### src/rtl/decode_exec_reg.sv
// Decode->execute pipeline register with load-use interlock, stall hold and branch flush.
// Two saturating performance counters track inserted bubbles and flushed decode instructions.
module decode_exec_reg #(
  parameter int PC_W   = 64,
  parameter int DATA_W = 64,
  parameter int CTL_W  = 32,
  parameter int CNT_W  = 32
) (
  input  logic              clk,
  input  logic              resetn,
  input  logic              d_valid,
  input  logic [PC_W-1:0]   d_pc,
  input  logic [CTL_W-1:0]  d_ctl,
  input  logic [DATA_W-1:0] d_srca,
  input  logic [DATA_W-1:0] d_srcb,
  input  logic [4:0]        d_dst,
  input  logic              d_ismem,
  input  logic              bubble_a,
  input  logic              bubble_b,
  input  logic              stall_e,
  input  logic              flush,
  output logic              e_valid,
  output logic [PC_W-1:0]   e_pc,
  output logic [CTL_W-1:0]  e_ctl,
  output logic [DATA_W-1:0] e_srca,
  output logic [DATA_W-1:0] e_srcb,
  output logic [4:0]        e_dst,
  output logic              e_ismem,
  output logic              stall_d,
  output logic [CNT_W-1:0]  cnt_bubble,
  output logic [CNT_W-1:0]  cnt_flush
);

  typedef enum logic {RUN, INTERLOCK} state_t;

  state_t state_reg, state_next;

  logic              valid_reg, valid_next;
  logic [PC_W-1:0]   pc_reg, pc_next;
  logic [CTL_W-1:0]  ctl_reg, ctl_next;
  logic [DATA_W-1:0] srca_reg, srca_next;
  logic [DATA_W-1:0] srcb_reg, srcb_next;
  logic [4:0]        dst_reg, dst_next;
  logic              ismem_reg, ismem_next;

  // index 0: interlock bubbles, index 1: flushes
  logic [1:0]        cnt_inc;
  logic [CNT_W-1:0]  cnt_reg [2];

  logic hazard;

  assign hazard  = d_valid & (bubble_a | bubble_b);
  assign stall_d = resetn & (stall_e | (hazard & ~flush));

  always_comb begin
    state_next = state_reg;
    valid_next = valid_reg;
    pc_next    = pc_reg;
    ctl_next   = ctl_reg;
    srca_next  = srca_reg;
    srcb_next  = srcb_reg;
    dst_next   = dst_reg;
    ismem_next = ismem_reg;
    cnt_inc    = 2'b00;
    if (!stall_e) begin
      // NOP fields first; only a clean advance of a valid instruction overwrites them
      valid_next = 1'b0;
      pc_next    = '0;
      ctl_next   = '0;
      srca_next  = '0;
      srcb_next  = '0;
      dst_next   = '0;
      ismem_next = 1'b0;
      state_next = RUN;
      if (flush) begin
        cnt_inc[1] = d_valid;
      end else if (hazard) begin
        cnt_inc[0] = 1'b1;
        state_next = INTERLOCK;
      end else if (d_valid) begin
        valid_next = 1'b1;
        pc_next    = d_pc;
        ctl_next   = d_ctl;
        srca_next  = d_srca;
        srcb_next  = d_srcb;
        dst_next   = d_dst;
        ismem_next = d_ismem;
      end
    end
  end

  always_ff @(posedge clk or negedge resetn) begin
    if (!resetn) begin
      state_reg <= RUN;
      valid_reg <= 1'b0;
      pc_reg    <= '0;
      ctl_reg   <= '0;
      srca_reg  <= '0;
      srcb_reg  <= '0;
      dst_reg   <= '0;
      ismem_reg <= 1'b0;
    end else begin
      state_reg <= state_next;
      valid_reg <= valid_next;
      pc_reg    <= pc_next;
      ctl_reg   <= ctl_next;
      srca_reg  <= srca_next;
      srcb_reg  <= srcb_next;
      dst_reg   <= dst_next;
      ismem_reg <= ismem_next;
    end
  end

  generate
    for (genvar gi = 0; gi < 2; gi++) begin : g_cnt
      always_ff @(posedge clk or negedge resetn) begin
        if (!resetn) begin
          cnt_reg[gi] <= '0;
        end else if (cnt_inc[gi] && (cnt_reg[gi] != {CNT_W{1'b1}})) begin
          cnt_reg[gi] <= cnt_reg[gi] + CNT_W'(1);
        end
      end
    end
  endgenerate

  assign e_valid    = valid_reg;
  assign e_pc       = pc_reg;
  assign e_ctl      = ctl_reg;
  assign e_srca     = srca_reg;
  assign e_srcb     = srcb_reg;
  assign e_dst      = dst_reg;
  assign e_ismem    = ismem_reg;
  assign cnt_bubble = cnt_reg[0];
  assign cnt_flush  = cnt_reg[1];

  // After one bubble the load sits in memory and must forward; a second hazard means a broken forward path
  a_no_rehazard: assert property (@(posedge clk) disable iff (!resetn)
    (state_reg == INTERLOCK && !stall_e && !flush) |-> !hazard);

endmodule

### config.mk
export PLATFORM = sky130hd
export DESIGN_NAME = decode_exec_reg
export DESIGN_NICKNAME = d
export VERILOG_FILES = /design/src/rtl/decode_exec_reg.sv
export SDC_FILE = /design/constraint.sdc
export NUM_CORES = 1
export LEC_CHECK = 0
export BUFFER_PORTS_ARGS = -buffer_cell sky130_fd_sc_hd__buf_4
export CAP_MARGIN = 20
export CORE_AREA = 2 2 208 210
export CTS_BUF_LIST = sky130_fd_sc_hd__clkbuf_8
export CTS_CLUSTER_SIZE = 12
export DETAILED_ROUTE_END_ITERATION = 10
export DIE_AREA = 0 0 210 212
export GPL_TIMING_DRIVEN = 0
export PLACE_DENSITY_LB_ADDON = 0.12
export SLEW_MARGIN = 40
export SYNTH_ARGS = -nofsm -noshare
export SYNTH_HDL_FRONTEND = slang
export SYNTH_SLANG_ARGS = --single-unit
### constraint.sdc
create_clock -name clk -period 2.3 [get_ports clk]
set_clock_uncertainty 0.1 [all_clocks]
set_input_delay 0.115 -clock clk [delete_from_list [all_inputs] [get_ports clk]]
set_output_delay 0.115 -clock clk [all_outputs]
set_load 0.1 [all_outputs]
# Word level (Yosys, flattened, before mapping)
# Index checks and enable logic that the tools add are counted.
# Widths: inputs -> output; s select.
[classes] addsub=2 eq_ne=2 n_mux=25 bitwise_logic=6 n_reduce_logical=2
[op_table] cell="$mux 64" n=9
[op_table] cell="$mux 32" n=3
[op_table] cell="$add 32x1->32 const B" n=2
[op_table] cell="$ne 32x32->1 const B" n=2
[op_table] cell="$mux 5" n=3
[op_table] cell="$mux 1" n=9
[op_table] cell="$and 1x1->1" n=3
[op_table] cell="$logic_and 1x1->1" n=2
[op_table] cell="$mux 2" n=1
[op_table] cell="$or 1x1->1" n=2
[op_table] cell="$not 1->1" n=1
[word_totals] regBits=295

# Depth between registers and ports, before layout
[logic_depth] depth_word=6 mapped_depth=8 depth_no_buf=6

# Worst setup path before layout
# No wires, ideal clock.
[synth_path] path_kind="register -> register" startpoint="register cnt_reg (netlist bit cnt_bubble[24])" endpoint="register cnt_reg (netlist bit cnt_bubble[25])" setup_ns=0.163 t_arrival_ns=2.635 required_ns=2.037 setup_slack_ns=-0.598 path_stages_with_launch=7 period_less_slack_ns=2.898 cell_sequence="dfrtp_1 nand4_1 or3_4 or4_4 buf_6 nor3b_1 xor2_1"
[synth_between] elab_chain_cells=2 elab_cells_between_ends=3 classes_between="1 x add/sub; 1 x eq/ne; 1 x reduce/logical"
[synth_lines] item="start: declaration" line="48" rtl="logic [CNT_W-1:0] cnt_reg [2];"
[synth_lines] item="start signal: indexed assignment" line="120" rtl="cnt_reg[gi] <= cnt_reg[gi] + CNT_W'(1);"
[synth_lines] item="parallel branches: the longest is 2 deep, another holds $add 32x1->32"
# Parallel ways; which one is timed is not known.
# A chain may end at the register's enable or synchronous reset.

# Worst setup path after layout
[layout_path] startpoint="input stall_e" endpoint="register cnt_reg (netlist bit cnt_bubble[30])"
[layout_between] elab_chain_cells=2
[layout_lines] item="start: declaration" line="20" rtl="input logic stall_e,"
[layout_lines] item="$mux 2" line="65" rtl="if (!stall_e) begin"
[layout_lines] item="$logic_and 1x1->1" line="119" rtl="end else if (cnt_inc[gi] && (cnt_reg[gi] != {CNT_W{1'b1}})) begin"
# Every way passes these cells.

==> results.py <==
metrics = {
    "critical_path": {
        "worstPathCellList": "clkbuf_1, or3b_1, dlygate4sd3_1, nor4_4, o211ai_2, nor4_1, xnor2_1",
        "rr_endpoint": "cnt_bubble[27]",
        "worstPathRequired_ps": 2730,
        "r2r-start": "cnt_bubble[25]",
        "timing.reg2reg.worst_path_depth": 6,
        "highest_fanout_seen_on_the_critical_path": 9,
        "cp_data_arrival_time_ps": 2650,
        "critical_path_class": "primary input to flip-flop",
        "reg2reg_slack_ps": 110,
        "slowest_delay_ps": 630,
        "cpMaxStageDelayCell": "sky130_fd_sc_hd__dlygate4sd3_1",
        "timing.critical_path.from_type": "primary input",
        "critical_path.endpoint_type": "flip-flop",
    },
    "place": {
        "placedCellCount": 1897,
        "dp.final_hpwl_um": 31600,
        "finalWeightedCongestion": 0.795,
        "placement.io_buffers": 531,
        "post_dp_cell_area_sq_mm": 0.0161,
    },
    "grt": {
        "grt_usage_pct": 19.1,
        "globalRouteOverflowTotal": 0,
        "grt_start_max_net_pins": 70,
        "grt_pass1_vias": 11047,
        "grt_antenna_before_repair": 1,
        "grt_pass1_wl_um": 65600,
    },
    "timing": {
        "layout_min_cycle_time_ps": 2220,
        "max_slew_margin_pct": 49.7,
        "final_max_slew_viol_count": 0,
        "achievable-frequency_ghz": 0.451,
        "final.setup.tns_ps": 0,
        "max_slew.worst_pin.slew_ps": 754,
        "timing.final.setup_violations": 0,
        "timing.final.hold_violations": 0,
        "grt_setup_unrepaired": "no",
        "final_min_period_over_clock_period_pct": 96.4,
    },
    "detailed_routing": {
        "average_via_count_per_standard_cell": 4.56,
        "wl_um": 43300,
        "drc": 0,
        "routed-via-count": 10174,
        "avgRoutedWirePerCell_um": 19.4,
        "initialDrtViolationCount": 423,
        "firstDrtPassIters": 4,
        "drt.antenna.violating_nets": 0,
    },
    "finish": {
        "final_layout_size_suffix_gt1_share_pct": 42.1,
        "multi_input_area_sq_mm": 0.00356,
        "final.fill_count": 3980,
        "synthesis_to_layout_area_growth_pct": 75.1,
        "n_antenna_cell": 0,
        "finalCoreUtilization_pct": 46.1,
        "finish.net_count": 1880,
        "final_cell_area_sq_mm": 0.0196,
        "final-instance-count-excl-fill": 2229,
        "final-seq-area_sq_mm": 0.00749,
    },
    "yosys": {
        "postSynth.topFlopCell": "sky130_fd_sc_hd__dfrtp_1",
        "yosysWarnings": 0,
        "yosys.area.top_type_share_pct": 66.0,
        "post_synth_inst_count": 816,
        "synthArstFlopShare_pct": 100,
        "syn_area_sq_mm": 0.0112,
        "synth-edff-count": 0,
        "synth.largest_area_cell": "sky130_fd_sc_hd__dfrtp_1",
        "synth.area.top_cells": "sky130_fd_sc_hd__dfrtp_1, sky130_fd_sc_hd__a22o_1, sky130_fd_sc_hd__xnor2_1",
        "yosys_register_bits": 295,
        "mappedNetlistNets": 1055,
        "syn-mean-instance-area_sq_um": 13.7,
        "synth.lib_cells_used.distinct": 40,
        "synth.yosys.seq_area_share_pct": 66.0,
    },
    "worst_hold_path": {
        "hold_class": "primary input to async pin",
    },
    "power": {
        "total_power_w": 0.0133,
        "power.switching_w": 0.00423,
        "pwr-share-seq_pct": 41.8,
        "cell_internal_pwr_w": 0.00903,
        "switching_share_pct": 31.9,
        "combPwrFrac_pct": 20.2,
        "power_per_cell_area_mw_per_mm2": 677,
        "power.ir.vdd_worst_v": 0.000419,
        "power.share.clock_pct": 38.1,
        "power.leakage_nw": 9.87,
    },
    "clock_network": {
        "clockBufferDepth": 3,
        "htree_levels": 2,
        "cts.repair_timing.setup_buffer_count": 0,
        "worstSkewPairLatency_ps": 620,
        "clock-root-buffer": "sky130_fd_sc_hd__clkbuf_8",
        "cts_buffers": 53,
        "clock_pin_slew_of_the_registers_on_the_worst_case_setup_and_hold_paths_ps": 60,
        "cts_tree": "built",
        "numClockSinks": 295,
    },
    "run_status": {
        "run_status": "finished, final reports clean",
    },
    "run": {
        "cap_violations": 0,
    },
    "die": {
        "die_height_um": 212,
        "die_width_um": 210,
        "core_area_sq_mm": 0.0425,
        "top_level_ports": 533,
        "fp.dieArea_sq_mm": 0.0445,
        "rows": 76,
        "initial_utilization_pct": 26.3,
    },
}
==> through the flow <==
step / hold WS [ps] / setup slack [ps]
final: 100 / 82.8
after global routing: 92.8 / 2.67
after CTS: 39.1 / 61.2
after detailed placement: -3.40 / -729
after global placement: 231 / -2480
after floorplan: -281 / -6.50
==> cell families (layout without fill, tap and decap cells) <==
group	after synthesis	count (layout)	synth area share, %
AO/OA/AOI/OAI	240	240	18.7
multiplexers	1	1	0.101
flip-flops	295	295	66.0
adder cells (fa/ha/maj)	2	2	0.224
buffers and inverters	62	929	2.36
XOR/XNOR	60	60	4.70
AND/OR/NAND/NOR	156	156	7.91
==> power groups by stage <==
stage | Combinational (W) | Sequential [W] | Clock [W]
6_report | 0.00267 | 0.00554 | 0.00505
5_1_grt | 0.00280 | 0.00556 | 0.00550
4_1_cts | 0.00270 | 0.00553 | 0.00525
3_3_place_gp | 0.00230 | 0.00562 | 0
3_5_place_dp | 0.00234 | 0.00562 | 0
2_1_floorplan | 0.000284 | 0.00678 | 0
==> cells in the mapped netlist (2+ instances only) <==
library cell,n
sky130_fd_sc_hd__and2_1,3
sky130_fd_sc_hd__nor3b_1,5
sky130_fd_sc_hd__buf_2,19
sky130_fd_sc_hd__o21a_1,2
sky130_fd_sc_hd__nor4b_1,2
sky130_fd_sc_hd__clkbuf_1,38
sky130_fd_sc_hd__nor2_1,15
sky130_fd_sc_hd__a22o_1,230
sky130_fd_sc_hd__and4_1,9
sky130_fd_sc_hd__nand4_1,17
sky130_fd_sc_hd__nand3b_1,2
sky130_fd_sc_hd__a21oi_1,2
sky130_fd_sc_hd__xor2_1,23
sky130_fd_sc_hd__ha_1,2
sky130_fd_sc_hd__xnor2_1,37
sky130_fd_sc_hd__nor4_1,2
sky130_fd_sc_hd__nand3_1,36
sky130_fd_sc_hd__nand2_1,29
sky130_fd_sc_hd__nor3_1,12
sky130_fd_sc_hd__dfrtp_1,295
sky130_fd_sc_hd__and3_1,13
sky130_fd_sc_hd__nand4b_1,2
sky130_fd_sc_hd__inv_1,4
==> cell type report <==
cell class,count,share of cell area (%)
sequential,295,38.2
timing repair buffer,770,33.1
multi-input combinational,459,18.2
clock buffer,71,4.99
tap,546,3.49
buffer,58,1.28
clock inverter,26,0.601
inverter,4,0.0767
==> per-layer routing <==
layer	up-vias	part of all wire (%)	GRT usage [%]
li1	4734	-	-
met1	5011	40	23.3
met2	356	50	32.4
met3	71	6.9	5.44
met4	2	2.8	7.14
met5	-	0.030	0
==> sequential cells by signal, summed over array words and instances, names as in the netlist <==
register,flops
e_srcb,64
e_ismem,1
e_dst,5
e_srca,64
e_valid,1
e_pc,64
e_ctl,32
cnt_flush,32
cnt_bubble,32
==> worst max path at each step <==
stage	from	end	slack [ps]	depth (start not counted)
after floorplan	cnt_bubble[1]	cnt_bubble[25]	-6	7
after global placement	resetn	cnt_bubble[0]	-2480	1
after detailed placement	stall_e	e_srcb[25]	-730	6
after CTS	stall_e	e_srca[62]	60	6
after global routing	stall_e	cnt_bubble[30]	3	7
final	stall_e	cnt_bubble[30]	80	7
==> layout by cell type (no fill, tap or decap), drive strengths merged, types with 2 or more instances in the layout <==
| master | count |
|---|---|
| buf | 557 |
| dfrtp | 295 |
| dlygate4sd3 | 233 |
| a22o | 230 |
| clkbuf | 109 |
| xnor2 | 37 |
| nand3 | 36 |
| nand2 | 29 |
| inv | 24 |
| xor2 | 23 |
| nand4 | 17 |
| nor2 | 15 |
| and3 | 13 |
| nor3 | 13 |
| and4 | 9 |
| nor3b | 5 |
| clkinv | 5 |
| and2 | 3 |
| nor4 | 3 |
| o21a | 2 |
| nor4b | 2 |
| nand4b | 2 |
| nand3b | 2 |
| a21oi | 2 |
| or3 | 2 |
| ha | 2 |
==> repair_timing <==
action,in CTS,in global routing
endpoints found under the setup margin,61,11
hold buffers,235,0
endpoints found under the hold margin,423,0
gates resized for setup,1,2
==> critical path: cells and delay by family <==
kind | cells | cell delay, ps
XOR/XNOR | 1 | 160
AO/OA/AOI/OAI | 1 | 250
AND/OR/NAND/NOR | 3 | 1190
buffers and inverters | 2 | 940
Power figures use the tool's default switching activity.
